File: config.mk
export PLATFORM = sky130hd
export DESIGN_NAME = imem_loader
export DESIGN_NICKNAME = d
export VERILOG_FILES = /design/src/rtl/imem_loader.sv
export SDC_FILE = /design/constraint.sdc
export NUM_CORES = 1
export LEC_CHECK = 0
export BUFFER_PORTS_ARGS = -buffer_cell sky130_fd_sc_hd__buf_2
export CORE_ASPECT_RATIO = 1.2
export CORE_UTILIZATION = 35
export CTS_BUF_LIST = sky130_fd_sc_hd__clkbuf_8
export CTS_CLUSTER_DIAMETER = 80
export DETAILED_ROUTE_END_ITERATION = 8
export REMOVE_ABC_BUFFERS = 1
export SLEW_MARGIN = 20
export SYNTH_ARGS = -nofsm -noshare
export SYNTH_HDL_FRONTEND = slang
export SYNTH_SLANG_ARGS = --single-unit
File: constraint.sdc
create_clock -name clk -period 6.4 [get_ports clk]
set_input_delay 1.28 -clock clk [delete_from_list [all_inputs] [get_ports clk]]
set_output_delay 1.28 -clock clk [all_outputs]
set_load 0.02 [all_outputs]
File: src/rtl/imem_loader.sv
// Instruction-memory loader: parses a framed byte stream (count, words, XOR checksum)
// and writes the words sequentially into instruction memory while holding the CPU in reset.
module imem_loader #(
  parameter int          DEPTH     = 256,
  parameter logic [31:0] BASE_ADDR = 32'h0000_0000
) (
  input  logic        clk,
  input  logic        reset,
  input  logic        start,
  input  logic        rx_valid,
  input  logic [7:0]  rx_data,
  output logic        rx_ready,
  output logic        im_we,
  output logic [31:0] im_addr,
  output logic [31:0] im_wdata,
  output logic        cpu_hold,
  output logic        busy,
  output logic        done,
  output logic        err,
  output logic [8:0]  word_cnt
);

  localparam logic [2:0] IDLE   = 3'd0;
  localparam logic [2:0] CNT_HI = 3'd1;
  localparam logic [2:0] CNT_LO = 3'd2;
  localparam logic [2:0] DATA   = 3'd3;
  localparam logic [2:0] WRITE  = 3'd4;
  localparam logic [2:0] CHK    = 3'd5;
  localparam logic [2:0] DONE   = 3'd6;
  localparam logic [2:0] ERR    = 3'd7;

  localparam logic [16:0] DEPTH_N = 17'(DEPTH);

  logic [2:0]  state;
  logic [7:0]  cnt_hi;
  logic [15:0] n_q;
  logic [7:0]  chk_q;
  logic [1:0]  idx;
  logic [23:0] shift_q;

  logic        xfer;
  logic [15:0] n_new;
  logic [8:0]  wc_inc;

  assign xfer   = rx_valid && rx_ready;
  assign n_new  = {cnt_hi, rx_data};
  assign wc_inc = word_cnt + 9'd1;

  assign rx_ready = (state == CNT_HI) || (state == CNT_LO) || (state == DATA) || (state == CHK);
  assign im_we    = (state == WRITE);
  assign busy     = !((state == IDLE) || (state == DONE) || (state == ERR));
  assign done     = (state == DONE);
  assign err      = (state == ERR);
  // The CPU is released only once the checksum has matched.
  assign cpu_hold = (state != DONE);

  always_ff @(posedge clk or negedge reset) begin
    if (!reset) begin
      state    <= IDLE;
      cnt_hi   <= '0;
      n_q      <= '0;
      chk_q    <= '0;
      idx      <= '0;
      shift_q  <= '0;
      im_addr  <= BASE_ADDR;
      im_wdata <= '0;
      word_cnt <= '0;
    end else begin
      case (state)
        IDLE, DONE, ERR: begin
          if (start) begin
            state    <= CNT_HI;
            word_cnt <= '0;
            chk_q    <= '0;
            idx      <= '0;
          end
        end
        CNT_HI: begin
          if (xfer) begin
            cnt_hi <= rx_data;
            state  <= CNT_LO;
          end
        end
        CNT_LO: begin
          if (xfer) begin
            n_q <= n_new;
            if (n_new == 16'd0)                 state <= CHK;
            else if ({1'b0, n_new} > DEPTH_N)   state <= ERR;
            else                                state <= DATA;
          end
        end
        DATA: begin
          if (xfer) begin
            shift_q <= {shift_q[15:0], rx_data};
            chk_q   <= chk_q ^ rx_data;
            idx     <= idx + 2'd1;
            // Address/data are registered here so they hold steady after the strobe.
            if (idx == 2'd3) begin
              im_wdata <= {shift_q, rx_data};
              im_addr  <= BASE_ADDR + {21'd0, word_cnt, 2'b00};
              state    <= WRITE;
            end
          end
        end
        WRITE: begin
          word_cnt <= wc_inc;
          state    <= ({7'd0, wc_inc} == n_q) ? CHK : DATA;
        end
        CHK: begin
          if (xfer) state <= (rx_data == chk_q) ? DONE : ERR;
        end
        default: state <= IDLE;
      endcase
    end
  end

endmodule

### Yosys cells after proc, flatten, opt, wreduce, memory -nomap -nowiden

Index checks and enable logic that the tools add are counted.

| operators by class | value |
|---|---|
| add/subtract/negate cells | 2 |
| magnitude comparators | 1 |
| equal/unequal tests | 17 |
| mux-type cells | 19 |
| bitwise gates (word level) | 1 |
| reductions and logical operators | 19 |

Operator list:

| kind | number |
|---|---|
| two-way mux 3 bit | 9 |
| case mux 3 bit (6 select lines) | 1 |
| case mux 9 bit (2 select lines) | 1 |
| equality test 9 x 16 -> 1 bit | 1 |
| > comparator 16 x 9 -> 1 bit (second input constant) | 1 |
| zero test 16 bit | 1 |
| two-way mux 8 bit | 2 |
| case mux 8 bit (2 select lines) | 1 |
| equality test 3 bit (second input constant) | 4 |
| != test 2 bit (second input constant) | 5 |
| adder 9 x 1 -> 9 bit (second input constant) | 1 |
| two-way mux 9 bit | 1 |
| equality test 8 bit | 1 |
| AND reduction 2 bit | 4 |
| bitwise XOR 8 bit | 1 |
| equality test 3 x 2 -> 1 bit (second input constant) | 2 |
| AND reduction 3 bit | 2 |
| AND reduction 6 bit | 1 |
| logical OR 1 bit | 5 |
| two-way mux 2 bit | 2 |
| case mux 2 bit (2 select lines) | 1 |
| nonzero test 2 bit | 2 |
| equality test 3 x 1 -> 1 bit (second input constant) | 1 |
| zero test 3 bit | 1 |
| other kinds (8) | 8 |

| storage, ports and cells | value |
|---|---|
| flip-flop bits (word level) | 111 |
| bits of input ports | 12 |
| output and inout port bits | 79 |
| word-level logic and storage cells | 68 |

### Longest topological paths before layout

| logic depth | value |
|---|---|
| depth after elaboration | 7 |
| depth in mapped cells | 10 |

### Least setup slack after synthesis

Ideal clock, no wire load.

| path | value |
|---|---|
| kind | in2reg |
| start point | input rx_data[6] |
| end point | register state[1] |
| library setup time | 136 ps |
| arrival time | 2594 ps |
| required time | 6264 ps |
| slack | 3670 ps |
| stages on the path | 7 |
| buffers on the path | 1 |
| cell sequence | clkbuf_1 nor4_1 nand2_1 or3_1 a221oi_1 o2bb2ai_1 a31oi_1 |

| between the ends | value |
|---|---|
| word-level cells in the longest chain between the ends | 4 |

Ends and longest elaborated chain:

| what | line | text |
|---|---|---|
| from (decl) | 11 | `input logic [7:0] rx_data,` |
| zero test 16 bit | 87 | `if (n_new == 16'd0) state <= CHK;` |
| two-way mux 3 bit | 87 |  |
| two-way mux 3 bit | 85 | `if (xfer) begin` |
| case mux 3 bit (6 select lines) | 69 | `case (state)` |
| to (signal assigned) | 107 | `state <= ({7'd0, wc_inc} == n_q) ? CHK : DATA;` |
| to (signal assigned) | 110 | `if (xfer) state <= (rx_data == chk_q) ? DONE : ERR;` |
| to (decl) | 34 | `logic [2:0] state;` |

Every way passes these cells. The select of a mux whose other input is x is not followed.
A chain may end at the register's enable or synchronous reset.

### Worst setup path in the final report

| path | value |
|---|---|
| start point | register state[1] |
| end point | output done |

| between the ends | value |
|---|---|
| word-level cells in the longest chain between the ends | 1 |

Ends and longest elaborated chain:

| what | line | text |
|---|---|---|
| equality test 3 bit | 52 | `assign done = (state == DONE);` |
| to (decl) | 18 | `output logic done,` |

Every way passes these cells.

==> metrics.cfg <==
[clock_tree]
cts.clk_slew.worst_paths_ps = 100
cts_sinks = 111
root_buffer = clkbuf_8
htreeDepth = 3
clockBufferDepth = 2
numCtsBuffers = 9
cts_resized = 0
postCtsSetupRepairBufs = 0
postCtsHoldBufs = 0
clk_latency_ps = 380
cts_tree = built

[setup_path]
arrival_ps = 1670
reg2reg_depth = 6
cp_slowest_cell = dfrtp_1
worstPathCellList = nand2_1 > or2_2 > inv_1 > buf_2
r2r_end = chk_q[5]
cp.depth = 4
endpoint_kind = output port
worst-path-buf-inv = 2
timing.rr.start = state[1]
worstSetupPathType = reg2out
start_kind = flop
required_ps = 5120
path_max_fanout = 19
slowest_delay_ps = 700
r2r_slack_ps = 3840
crit_family = flip-flops

[route]
dr.pass1.iters = 4
wl_um = 10100
drc_errors = 0
via_per_inst = 4.95
ant_nets = 0
drt_iter0_drc = 172
routedWlPerCell_um = 15.3
via_count = 3273

[power]
vdd_drop_max_uv = 115
power_density_nw_per_um2 = 362
p_leak_uw = 0.00284
fin_total_pwr_uw = 2090

[place]
dp_hpwl_um = 6990
dp.cells = 645
io_buffers = 67
place_ws_ps = 3260
gp_congestion = 0.729

[finish]
fin_cells = 661
antenna_cells = 0
area_growth_pct = 11.4
drive_above_1_share_pct = 37.4
layout.nets = 496

[sta]
drv_slew = 0
hold-worst-slack_ps = 507
setup-violations-final = 0
finalHoldViolCount = 0
rsz0062_at_grt = false
finalCritPeriodShare_pct = 46.1
fmax_ghz = 0.339
slew_headroom_pct = 44.7
fin_crit_ps = 2950
fin_tns_setup_ps = 0
fin_ws_ps = 3450
fin_skew_ps = 12.5
tightest_slew_ps = 829

[min_path]
min_path_cells = 1
whs_endpoint = im_wdata[30]
hp-start = im_wdata[30]
hp-class = reg2reg

[die]
pin_count = 91
die_width_um = 113
rows = 48
die-area_um2 = 15300
initial_utilization_pct = 35.9
core-area_um2 = 14400
die_h_um = 135

[yosys]
synthCells = 429
ys.flop_type = dfrtp_1
synth_edf_count = 0
synthArstFlopShare_pct = 100
synth.avg_cell_area_um2 = 12.1
ys_seq_area_share_pct = 53.6
yosys_warnings = 0
ys_types = 47
ys_ff_latch = 111
synth_area_um2 = 5180

[global_route]
grt.total_usage_pct = 13.9
grt_pass1_vias = 3255
grt_pass1_wl_um = 16400
grt.overflow.total = 0
antenna_found_initial = 0
grt_max_degree = 69

[flow_run]
maxCapViolations = 0

[outcome]
status = completed

## worst register-to-register path, delay by kind of cell (launching register included)
| family | cells | cell delay [ps] |
|---|---|---|
| fa+ha+maj | 1 | 320 |
| compound gates | 3 | 910 |
| simple gates | 2 | 540 |
| flops | 1 | 700 |
## cell usage in the layout (no fill, tap or decap), types with 3 or more instances in the layout
master    count
a21oi_1      10
xor2_1        5
o21ai_0      32
buf_2        66
o31ai_1       5
inv_1         4
mux2_2       89
nand3_1       4
nand2b_1     14
and2_1        3
nand4_1       4
conb_1       23
nand2_1      14
inv_6         3
and3_1        3
clkbuf_8     10
buf_4         3
ha_1          3
nor3_1        4
nor2_1       19
nor2b_1       4
xnor2_1      16
nor4_1        6
dfrtp_1     111
## metal layers
metal	track usage, %	vias up	share of wire [%]
met1	16.2	1640	43
met4	5.34	0	1.8
met3	3.40	11	3.6
met5	0	-	0
li1	-	1560	-
met2	24.5	62	52
## sequential cells by signal (all words and copies together) (netlist names)
| name | flops |
|---|---|
| im_addr | 9 |
| state | 3 |
| word_cnt | 9 |
| im_wdata | 32 |
| idx | 2 |
| n_q | 16 |
| shift_q | 24 |
| chk_q | 8 |
| cnt_hi | 8 |
## cells by family (layout without fill, tap and decap cells)
family | count (synthesis) | count (layout) | share of synthesized area [%]
simple gates | 88 | 88 | 9.18
mux | 90 | 90 | 19.6
compound gates | 61 | 61 | 7.35
fa+ha+maj | 3 | 3 | 0.725
buf+inv | 54 | 89 | 5.92
xor+xnor | 21 | 21 | 3.55
flops | 111 | 111 | 53.6
other cells | 1 | 23 | 0.0724
## report_power, final
| part | leakage, uW | total (uW) | internal, uW | switching [uW] |
|---|---|---|---|---|
| logic | 0.00127 | 589 | 301 | 287 |
| clock network | 0.000110 | 442 | 198 | 244 |
| registers | 0.00146 | 1060 | 893 | 166 |
| total | 0.00284 | 2090 | 1390 | 697 |
## metrics by stage
step | area [um2] | utilization, %
2_1_floorplan | 4970 | -
3_3_place_gp | 5550 | 38.5
3_5_place_dp | 5550 | 38.5
4_1_cts | 5760 | 39.9
5_1_grt | 5770 | 40.0
6_report | 5770 | 40.0
## worst max-delay path by stage
stage	startpoint	to	slack, ps
2_1_floorplan	rx_valid	im_addr[10]	3450
3_3_place_gp	rx_valid	im_wdata[15]	3350
3_5_place_dp	rx_valid	im_addr[6]	3260
4_1_cts	state[1]	done	3420
5_1_grt	state[1]	done	3320
6_report	state[1]	done	3450
## cell type report
type / count / area [um2]
tap: 175 / 219
sequential: 111 / 2780
clock inverter: 6 / 72.6
inverter: 4 / 15.0
timing repair buffer: 69 / 353
fill: 1360 / 8650
clock buffer: 10 / 138
multi-input combinational: 286 / 2190
## Yosys cell counts (2+ instances only)
| library cell | number | area (um2) |
|---|---|---|
| clkbuf_1 | 14 | 52.6 |
| nor2b_1 | 4 | 25.0 |
| nor3_1 | 4 | 20.0 |
| nand2_1 | 15 | 56.3 |
| buf_1 | 6 | 22.5 |
| o31ai_1 | 5 | 37.5 |
| buf_2 | 5 | 25.0 |
| a221oi_1 | 2 | 17.5 |
| ha_1 | 3 | 37.5 |
| nand3_1 | 5 | 25.0 |
| nor2_1 | 19 | 71.3 |
| inv_1 | 4 | 15.0 |
| o21ai_0 | 32 | 160 |
| dfrtp_1 | 111 | 2780 |
| and3_1 | 3 | 18.8 |
| buf_4 | 24 | 180 |
| xnor2_1 | 16 | 140 |
| o22ai_1 | 2 | 12.5 |
| nand4_1 | 4 | 25.0 |
| and2_1 | 3 | 18.8 |
| nand2b_1 | 14 | 87.6 |
| nor4_1 | 6 | 37.5 |
| mux2_2 | 89 | 1000 |
| a21oi_1 | 10 | 50.1 |
| xor2_1 | 5 | 43.8 |
| a31oi_1 | 2 | 12.5 |
| nor3b_1 | 2 | 15.0 |
Note: power is estimated with default switching activity, not from simulation.
